## config.mk

```make
export PLATFORM = sky130hd
export DESIGN_NAME = chunked_addsub_flat
export DESIGN_NICKNAME = d
export VERILOG_FILES = /design/src/rtl/chunked_addsub_if.sv /design/src/rtl/chunked_addsub.sv /design/src/flat_wrapper.sv
export SDC_FILE = /design/constraint.sdc
export NUM_CORES = 1
export LEC_CHECK = 0
export CAP_MARGIN = 20
export CELL_PAD_IN_SITES_DETAIL_PLACEMENT = 1
export CELL_PAD_IN_SITES_GLOBAL_PLACEMENT = 1
export CORE_ASPECT_RATIO = 1.4
export CORE_UTILIZATION = 35
export CTS_BUF_LIST = sky130_fd_sc_hd__clkbuf_4 sky130_fd_sc_hd__clkbuf_8 sky130_fd_sc_hd__clkbuf_16
export DETAILED_ROUTE_END_ITERATION = 6
export PLACE_DENSITY_LB_ADDON = 0.05
export SLEW_MARGIN = 5
export SYNTH_ARGS = -nofsm -noshare
export SYNTH_HDL_FRONTEND = slang
export SYNTH_SLANG_ARGS = --single-unit
```

## constraint.sdc

```tcl
create_clock -name clk -period 10.4 [get_ports clk]
set_input_delay 2.08 -clock clk [delete_from_list [all_inputs] [get_ports clk]]
set_output_delay 2.08 -clock clk [all_outputs]
set_load 0.02 [all_outputs]
```

## src/rtl/chunked_addsub_if.sv

```systemverilog
// Start/done handshake, operands and status flags of the chunked add/subtract unit.
// The master side issues operations; the slave side is the arithmetic block.
interface chunked_addsub_if #(
  parameter int WIDTH = 32
);
  logic             start;
  logic             sub;
  logic [WIDTH-1:0] a;
  logic [WIDTH-1:0] b;
  logic             busy;
  logic             done;
  logic [WIDTH-1:0] result;
  logic             c_out;
  logic             overflow;
  logic             zero;

  modport master (
    output start, sub, a, b,
    input  busy, done, result, c_out, overflow, zero
  );

  modport slave (
    input  start, sub, a, b,
    output busy, done, result, c_out, overflow, zero
  );
endinterface

```

## src/rtl/chunked_addsub.sv

```systemverilog
// Multi-cycle add/subtract: CHUNK bits per clock with a registered inter-chunk carry.
// Results and flags update only on the completion edge, together with a one-cycle done pulse.
module chunked_addsub #(
  parameter int WIDTH = 32,
  parameter int CHUNK = 8
) (
  input logic             clk,
  input logic             rst,
  chunked_addsub_if.slave bus
);
  localparam int N  = WIDTH / CHUNK;
  localparam int IW = (N > 1) ? $clog2(N) : 1;

  typedef enum logic {S_IDLE, S_RUN} state_t;

  state_t           r_state;
  state_t           w_state_nxt;
  logic [WIDTH-1:0] r_a;
  logic [WIDTH-1:0] r_b;
  logic [WIDTH-1:0] r_acc;
  logic [WIDTH-1:0] r_result;
  logic [IW-1:0]    r_idx;
  logic             r_carry;
  logic             r_done;
  logic             r_c_out;
  logic             r_ovf;
  logic             r_zero;

  logic [CHUNK+1:0] w_rip;
  logic [CHUNK-1:0] w_sum;
  logic             w_cout;
  logic             w_cin_msb;
  logic             w_last;
  logic [WIDTH-1:0] w_acc_nxt;

  // Per-bit ripple over one slice; returns {carry into slice MSB, carry out, sum}.
  function automatic logic [CHUNK+1:0] ripple(input logic [CHUNK-1:0] x,
                                              input logic [CHUNK-1:0] y,
                                              input logic             cin);
    logic             c;
    logic             cm;
    logic [CHUNK-1:0] s;
    c  = cin;
    cm = cin;
    s  = '0;
    for (int k = 0; k < CHUNK; k++) begin
      s[k] = x[k] ^ y[k] ^ c;
      cm   = c;
      c    = (x[k] & y[k]) | (c & (x[k] ^ y[k]));
    end
    return {cm, c, s};
  endfunction

  always_comb begin
    w_rip     = ripple(r_a[int'(r_idx)*CHUNK +: CHUNK], r_b[int'(r_idx)*CHUNK +: CHUNK], r_carry);
    w_sum     = w_rip[CHUNK-1:0];
    w_cout    = w_rip[CHUNK];
    w_cin_msb = w_rip[CHUNK+1];
    w_last    = (r_idx == IW'(N - 1));
    w_acc_nxt = r_acc;
    w_acc_nxt[int'(r_idx)*CHUNK +: CHUNK] = w_sum;
  end

  always_comb begin
    w_state_nxt = r_state;
    case (r_state)
      S_IDLE:  if (bus.start) w_state_nxt = S_RUN;
      S_RUN:   if (w_last)    w_state_nxt = S_IDLE;
      default: w_state_nxt = S_IDLE;
    endcase
  end

  always_ff @(posedge clk) begin
    if (rst) begin
      r_state  <= S_IDLE;
      r_a      <= '0;
      r_b      <= '0;
      r_acc    <= '0;
      r_result <= '0;
      r_idx    <= '0;
      r_carry  <= 1'b0;
      r_done   <= 1'b0;
      r_c_out  <= 1'b0;
      r_ovf    <= 1'b0;
      r_zero   <= 1'b0;
    end else begin
      r_state <= w_state_nxt;
      r_done  <= 1'b0;
      case (r_state)
        S_IDLE: begin
          // Subtraction is a + ~b + 1: invert B once here and seed the carry with sub.
          if (bus.start) begin
            r_a     <= bus.a;
            r_b     <= bus.b ^ {WIDTH{bus.sub}};
            r_carry <= bus.sub;
            r_idx   <= '0;
          end
        end
        S_RUN: begin
          r_acc   <= w_acc_nxt;
          r_carry <= w_cout;
          if (w_last) begin
            r_idx    <= '0;
            r_result <= w_acc_nxt;
            r_c_out  <= w_cout;
            r_ovf    <= w_cin_msb ^ w_cout;
            r_zero   <= (w_acc_nxt == '0);
            r_done   <= 1'b1;
          end else begin
            r_idx <= r_idx + 1'b1;
          end
        end
        default: ;
      endcase
    end
  end

  assign bus.busy     = (r_state == S_RUN);
  assign bus.done     = r_done;
  assign bus.result   = r_result;
  assign bus.c_out    = r_c_out;
  assign bus.overflow = r_ovf;
  assign bus.zero     = r_zero;
endmodule

```

## src/flat_wrapper.sv

```systemverilog
// flat-port wrapper written by rule: the top's interface ports become plain ports
module chunked_addsub_flat 
#(
  parameter int WIDTH = 32,
  parameter int CHUNK = 8
)
  (clk, rst, bus_start, bus_sub, bus_a, bus_b, bus_busy, bus_done, bus_result, bus_c_out, bus_overflow, bus_zero);
  chunked_addsub_if #(.WIDTH(WIDTH)) bus_i ();
  input logic clk;
  input logic rst;
  input wire logic [$bits(bus_i.start)-1:0] bus_start;
  input wire logic [$bits(bus_i.sub)-1:0] bus_sub;
  input wire logic [$bits(bus_i.a)-1:0] bus_a;
  input wire logic [$bits(bus_i.b)-1:0] bus_b;
  output wire logic [$bits(bus_i.busy)-1:0] bus_busy;
  output wire logic [$bits(bus_i.done)-1:0] bus_done;
  output wire logic [$bits(bus_i.result)-1:0] bus_result;
  output wire logic [$bits(bus_i.c_out)-1:0] bus_c_out;
  output wire logic [$bits(bus_i.overflow)-1:0] bus_overflow;
  output wire logic [$bits(bus_i.zero)-1:0] bus_zero;
  assign bus_i.start = bus_start;
  assign bus_i.sub = bus_sub;
  assign bus_i.a = bus_a;
  assign bus_i.b = bus_b;
  assign bus_busy = bus_i.busy;
  assign bus_done = bus_i.done;
  assign bus_result = bus_i.result;
  assign bus_c_out = bus_i.c_out;
  assign bus_overflow = bus_i.overflow;
  assign bus_zero = bus_i.zero;
  chunked_addsub #(.WIDTH(WIDTH), .CHUNK(CHUNK)) u_core (.clk(clk), .rst(rst), .bus(bus_i));
endmodule
```

==> results of run 1 <==
-- worst max-delay path, stage by stage, from the launching register on --
cell and delay, ns:
dfxtp_1 0.74, buf_4 0.38, mux4_2 0.26, inv_1 0.05, fa_1 0.37, fa_1 0.39, fa_1 0.41, fa_1 0.40
fa_1 0.38, inv_1 0.08, fa_1 0.16, inv_1 0.05, fa_1 0.41, fa_1 0.59, nor2_1 0.10, a31oi_1 0.32
nand4_1 0.15, nor4_1 0.30, a32o_1 0.15
-- power groups by stage --
stage	registers, W	logic, W	clock network (W)
floorplan	0.000573	0.000140	0
CTS	0.000570	0.000209	0.000655
detailed placement	0.000581	0.000209	0
finish	0.000569	0.000207	0.000640
global route	0.000573	0.000227	0.000680
global placement	0.000579	0.000203	0
-- how the worst max path moves through the flow --
stage	endpoint	slack [ns]	cells past startpoint
floorplan	u_core.bus.zero$_SDFFE_PP0P_	5.15	19
global placement	u_core.bus.zero$_SDFFE_PP0P_	4.80	18
detailed placement	u_core.bus.zero$_SDFFE_PP0P_	4.59	18
CTS	u_core.bus.zero$_SDFFE_PP0P_	4.58	18
global route	u_core.bus.zero$_SDFFE_PP0P_	4.29	18
finish	u_core.bus.zero$_SDFFE_PP0P_	4.64	18
-- metal layers --
| metal | GRT usage [%] | up-vias |
|---|---|---|
| met3 | 3.664 | 20 |
| met5 | 0 | - |
| met2 | 34.85 | 97 |
| li1 | - | 2550 |
| met4 | 7.261 | 0 |
| met1 | 24.12 | 2442 |
-- cells by family after synthesis --
family                   Yosys count
AND/OR/NAND/NOR                  244
flip-flops                       136
buffers and inverters             83
AO/OA/AOI/OAI                    169
adder cells (fa/ha/maj)           14
XOR/XNOR                          33
multiplexers                      18
-- final cells by class --
cell class	count	area, sq um	area share [%]
clock buffer	19	446.7	5.645
sequential	136	2724	34.42
tap	236	295.3	3.732
timing repair buffer	111	1094	13.82
clock inverter	12	176.4	2.230
multi-input combinational	478	3098	39.15
inverter	21	78.83	0.9962
-- per-stage QoR --
stage / worst slack (ns) / power, W / hold slack [ns] / instance area, sq um / util, %
CTS: 4.583 / 0.001434 / 0.4604 / 7913 / 45.85
finish: 4.637 / 0.001416 / 0.4585 / 7913 / 45.85
detailed placement: 4.594 / 0.0007893 / 0.4521 / 7289 / 42.24
global route: 4.288 / 0.001480 / 0.4784 / 7913 / 45.85
global placement: 4.797 / 0.0007822 / 0.4421 / 7274 / 42.15
floorplan: 5.150 / 0.0007132 / 0.4318 / 6148 / -
-- cell usage in the layout, fill, tap and decap left out, types with 2 or more instances in the layout --
cell type / n
and2_1: 3
nor2_1: 120
a211oi_1: 91
clkinvlp_4: 2
fa_1: 8
clkbuf_16: 17
ha_1: 6
nand2_1: 73
xnor2_1: 33
dfxtp_1: 135
a31oi_1: 22
a21oi_1: 50
bufinv_16: 4
clkinv_4: 3
inv_1: 21
o2111ai_1: 2
nor2b_1: 25
clkinv_2: 3
clkdlybuf4s50_1: 102
mux2i_1: 2
nor4_1: 2
nor3_1: 2
nand3_1: 3
nand4_1: 6
buf_4: 7
nand2b_1: 3
mux4_2: 16
-- sequential cells by signal, indices dropped and copies added, names as in the netlist --
name / count
u_core.r_a: 32
u_core.r_b: 32
u_core.bus.busy: 1
u_core.r_carry: 1
u_core.r_idx: 2
u_core.bus.done: 1
u_core.bus.overflow: 1
u_core.bus.zero: 1
u_core.bus.c_out: 1
u_core.r_acc: 32
u_core.bus.result: 32
==> impl_metrics.json, run 1 <==
{
  "min_from": "u_core.r_a[0]$_SDFFE_PP0P_",
  "yosysUniqueCellTypes": 34,
  "postCtsSetupBuffers": 0,
  "grt_use_total_pct": 19.97,
  "synth_fa_ha_area_share_pct": 3.826,
  "num-fill-cells": 2022,
  "drc": 0,
  "timing.rr.end": "u_core.bus.zero$_SDFFE_PP0P_",
  "fp.dieH_um": 158.8,
  "num_vias": 5109,
  "finalSetupTns_ns": 0,
  "grt_start_max_net_pins": 97,
  "core-area_sq_um": 17260,
  "power_density_nw_per_um2": 179.0,
  "p_seq_share_pct": 40.2,
  "cts_tree": "done",
  "ctsResizeCount": 0,
  "setup.worst_path.class": "reg -> reg",
  "dr.first_iter.drc_count": 186,
  "slew_headroom_pct": 35.77,
  "wl_met2_mm": 8.927,
  "die-area_sq_um": 18110,
  "p_sw_w": 0.0003660,
  "clock_path_buffers": 2,
  "syn_area_sq_um": 6148,
  "clock.fmax_mhz": 173.5,
  "cts_num_sinks": 136,
  "p_int_w": 0.001050,
  "clock-skew-final_ns": 0.008171,
  "wl_per_cell_um": 17.07,
  "ant_nets": 0,
  "wirelength_mm": 17.29,
  "numCtsBuffers": 17,
  "hold_depth": 2,
  "synth_top_family_by_area": "compound AO/OA/AOI/OAI gates",
  "syn_nets": 779,
  "critPathMaxFanout": 15,
  "ys_ff_latch": 136,
  "post-place-cells": 982,
  "p_clk_share_pct": 45.2,
  "setup_viol": 0,
  "final_layout_size_suffix_gt1_share_pct": 8.108,
  "arrival_ns": 6.13,
  "synthCells": 697,
  "finalWeightedCongestion": 0.7855,
  "wl_met1_mm": 7.636,
  "comb_power_share_pct": 14.6,
  "r2r_slack_ns": 4.64,
  "rsz0062_at_grt": "false",
  "hp-class": "reg -> reg",
  "grt_overflow_total": 0,
  "drv_slew": 0,
  "grt_pass1_wl_mm": 27.79,
  "clk_latency_ns": 0.43,
  "synth-simple-area-share_pct": 17.24,
  "yosysTopAreaCellShare_pct": 44.28,
  "initial_core_util_pct": 35.62,
  "htree_num_levels": 4,
  "fin_crit_sh_pct": 55.41,
  "cp-start-kind": "register",
  "r2r-start": "u_core.r_idx[0]$_SDFFE_PP0P_",
  "fp-row-count": 57,
  "antenna_found_initial": 0,
  "ctsHoldBuffers": 0,
  "nNetsFinal": 847,
  "period_needed_ns": 5.763,
  "synth_top_area_cell": "dfxtp_1",
  "dp_hpwl_mm": 12.34,
  "ys_async_sr_fraction_pct": 0,
  "first_pass_iters": 4,
  "pin_count": 105,
  "worst_slew_pin_slew_ns": 0.9635,
  "fin_cells": 1013,
  "ys_seq_area_share_pct": 44.28,
  "status": "complete, no violations",
  "die_width_um": 114.0,
  "clock_tree.root_cell": "clkbuf_16",
  "synthXorXnorAreaFrac_pct": 4.701,
  "leakage_nw": 2.710,
  "syn_to_final_growth_pct": 28.69,
  "synth_warnings": 0,
  "hold_end": "u_core.r_a[0]$_SDFFE_PP0P_",
  "synth_commonest_cells": "dfxtp_1 (136), nor2_1 (120), a211oi_1 (91)",
  "grt_pass1_vias": 5210,
  "post-synth-top-count-cell": "dfxtp_1",
  "syn_area_per_cell_sq_um": 8.821,
  "synth-edff-count": 0,
  "synth_compound_area_share_pct": 18.29,
  "cp.required_ns": 10.77,
  "synth_flop_cell": "dfxtp_1",
  "crit_path_end_kind": "register",
  "via_per_inst": 5.043,
  "worstRegToRegCells": 18,
  "port_buffers": 104,
  "wl_met3_um": 454,
  "highest_layer": "met4",
  "antenna_cells": 0,
  "switching_share_pct": 25.85,
  "worstSetupStartpoint": "u_core.r_idx[0]$_SDFFE_PP0P_",
  "hold_violations": 0,
  "ir_drop_mv": 0.1016,
  "muxShareOfSynthArea_pct": 6.186,
  "path_clk_slew_ns": 0.06,
  "ys_top_cells_by_area": "dfxtp_1 (44%), a211oi_1 (11%), nor2_1 (7.3%), mux4_2 (5.9%), xnor2_1 (4.7%)",
  "max_cap_viol_count": 0
}
No activity file was read; power rests on OpenSTA's default activity.
==> run 2, diff against run 1 <==
==> constraint.sdc (replaced) <==
create_clock -name clk -period 4.9 [get_ports clk]
set_input_delay 0.98 -clock clk [delete_from_list [all_inputs] [get_ports clk]]
set_output_delay 0.98 -clock clk [all_outputs]
set_load 0.02 [all_outputs]
==> impl_metrics.json, run 2 (synthesized netlist as in run 1, its figures left out) <==
{
  "fp.dieH_um": 158.8,
  "worstSetupStartpoint": "u_core.r_idx[0]$_SDFFE_PP0P_",
  "cts_num_sinks": 136,
  "fin_crit_sh_pct": 95.34,
  "num_vias": 5228,
  "numCtsBuffers": 17,
  "ant_nets": 0,
  "ir_drop_mv": 0.2201,
  "syn_to_final_growth_pct": 31.73,
  "clk_latency_ns": 0.42,
  "cp.required_ns": 5.27,
  "setup_viol": 0,
  "core-area_sq_um": 17260,
  "worst_slew_pin_slew_ns": 1.040,
  "rsz0062_at_grt": "false",
  "switching_share_pct": 24.77,
  "power_density_nw_per_um2": 385.8,
  "grt_use_met2_pct": 35.15,
  "pin_count": 105,
  "ctsHoldBuffers": 0,
  "hold_depth": 2,
  "dr.first_iter.drc_count": 209,
  "p_clk_share_pct": 46.5,
  "arrival_ns": 5.04,
  "slew_headroom_pct": 30.65,
  "hp-class": "reg -> reg",
  "clock_tree.root_cell": "clkbuf_16",
  "grt_overflow_total": 0,
  "critPathMaxFanout": 5,
  "via_per_inst": 5.100,
  "p_seq_share_pct": 38.6,
  "post-place-cells": 991,
  "cp-start-kind": "register",
  "antenna_found_initial": 0,
  "final_layout_size_suffix_gt1_share_pct": 11.15,
  "nNetsFinal": 858,
  "r2r-start": "u_core.r_idx[0]$_SDFFE_PP0P_",
  "leakage_nw": 2.798,
  "worstRegToRegCells": 17,
  "clock_path_buffers": 2,
  "period_needed_ns": 4.672,
  "crit_end": "u_core.bus.zero$_SDFFE_PP0P_",
  "p_int_w": 0.002351,
  "crit_path_end_kind": "register",
  "htree_num_levels": 4,
  "fp-row-count": 57,
  "status": "complete, no violations",
  "drc": 0,
  "grt_pass1_wl_mm": 27.89,
  "port_buffers": 104,
  "timing.rr.end": "u_core.bus.zero$_SDFFE_PP0P_",
  "clock-skew-final_ns": 0.01157,
  "die_width_um": 114.0,
  "first_pass_iters": 4,
  "use_met1_pct": 22.46,
  "max_cap_viol_count": 0,
  "grt-busiest-layer": "met2",
  "grt_use_total_pct": 19.76,
  "wirelength_mm": 17.10,
  "antenna_cells": 0,
  "final_common_cell": "dfxtp_1",
  "met3_usage_pct": 4.122,
  "path_clk_slew_ns": 0.06,
  "fin_cells": 1025,
  "initial_core_util_pct": 35.62,
  "die-area_sq_um": 18110,
  "clock.fmax_mhz": 214.1,
  "drv_slew": 0,
  "finalSetupTns_ns": 0,
  "setup.worst_path.class": "reg -> reg",
  "comb_power_share_pct": 14.9,
  "hold_violations": 0,
  "wl_per_cell_um": 16.68,
  "finalWeightedCongestion": 0.7990,
  "grt_pass1_vias": 5475,
  "cts_tree": "done",
  "r2r_slack_ns": 0.23,
  "layout_common_cells": "dfxtp_1 (134), nor2_1 (119), clkdlybuf4s50_1 (102)",
  "grt_start_max_net_pins": 99,
  "utilization_pct": 46.93,
  "dp_hpwl_mm": 12.36,
  "p_sw_w": 0.0007741
}
## run 2: repair_timing
action | in CTS | in global routing
resized for setup | 1 | 11
buffers inserted | 1 | 1
endpoints found under the setup margin | 1 | 7
pin swaps | 4 | 8
endpoints found under the hold margin | 0 | 0
## run 2: worst max-delay path, stage by stage, from the launching register on
cell       delay, ns
dfxtp_4         0.37
mux4_2          0.33
inv_1           0.05
fa_2            0.36
fa_2            0.35
fa_2            0.35
fa_2            0.35
fa_2            0.35
inv_2           0.06
fa_1            0.15
inv_1           0.06
fa_2            0.39
fa_2            0.59
nand2_1         0.06
o21ai_0         0.17
o2111ai_1       0.15
nor4_2          0.31
a32o_1          0.15
## run 2: layer usage
metal	wire length, um	vias up
met1	7108	2506
met5	0	-
met2	8900	114
met4	544	0
met3	546	29
li1	-	2579
## run 2: power by group through the flow
stage | Clock, W | Combinational, W | Sequential [W]
2_1_floorplan | 0 | 0.000299 | 0.00122
3_3_place_gp | 0 | 0.000444 | 0.00123
3_5_place_dp | 0 | 0.000458 | 0.00123
4_1_cts | 0.00148 | 0.000464 | 0.00121
5_1_grt | 0.00153 | 0.000512 | 0.00121
6_report | 0.00145 | 0.000466 | 0.00121
## run 2: final cells by class
cell class	instances	area, sq um
fillers	2042	9160
multi-input cells	478	3137
flip-flops and latches	136	2728
repair buffers	122	1189
clock buffers	19	446.7
well taps	236	295.3
clock inverters	13	225.2
inverters	21	78.83
## run 2: worst min path at each step
stage	from	to	slack, ns
after floorplan	u_core.r_acc[30]$_SDFFE_PP0P_	u_core.r_acc[30]$_SDFFE_PP0P_	0.43
after global placement	u_core.r_a[4]$_SDFFE_PP0P_	u_core.r_a[4]$_SDFFE_PP0P_	0.44
after detailed placement	u_core.r_a[27]$_SDFFE_PP0P_	u_core.r_a[27]$_SDFFE_PP0P_	0.45
after CTS	u_core.r_a[2]$_SDFFE_PP0P_	u_core.r_a[2]$_SDFFE_PP0P_	0.46
after global routing	u_core.r_a[2]$_SDFFE_PP0P_	u_core.r_a[2]$_SDFFE_PP0P_	0.48
final	u_core.r_a[16]$_SDFFE_PP0P_	u_core.r_a[16]$_SDFFE_PP0P_	0.46
## run 2: per-stage QoR
stage	area, sq um	hold WS (ns)	worst slack [ns]	total power, W
after global placement	7346	0.4424	0.08832	0.001671
after CTS	8055	0.4573	0.01420	0.003153
after floorplan	6163	0.4318	0.004951	0.001515
final	8099	0.4559	0.2282	0.003125
after detailed placement	7373	0.4489	-0.02945	0.001688
after global routing	8099	0.4753	0.008984	0.003258
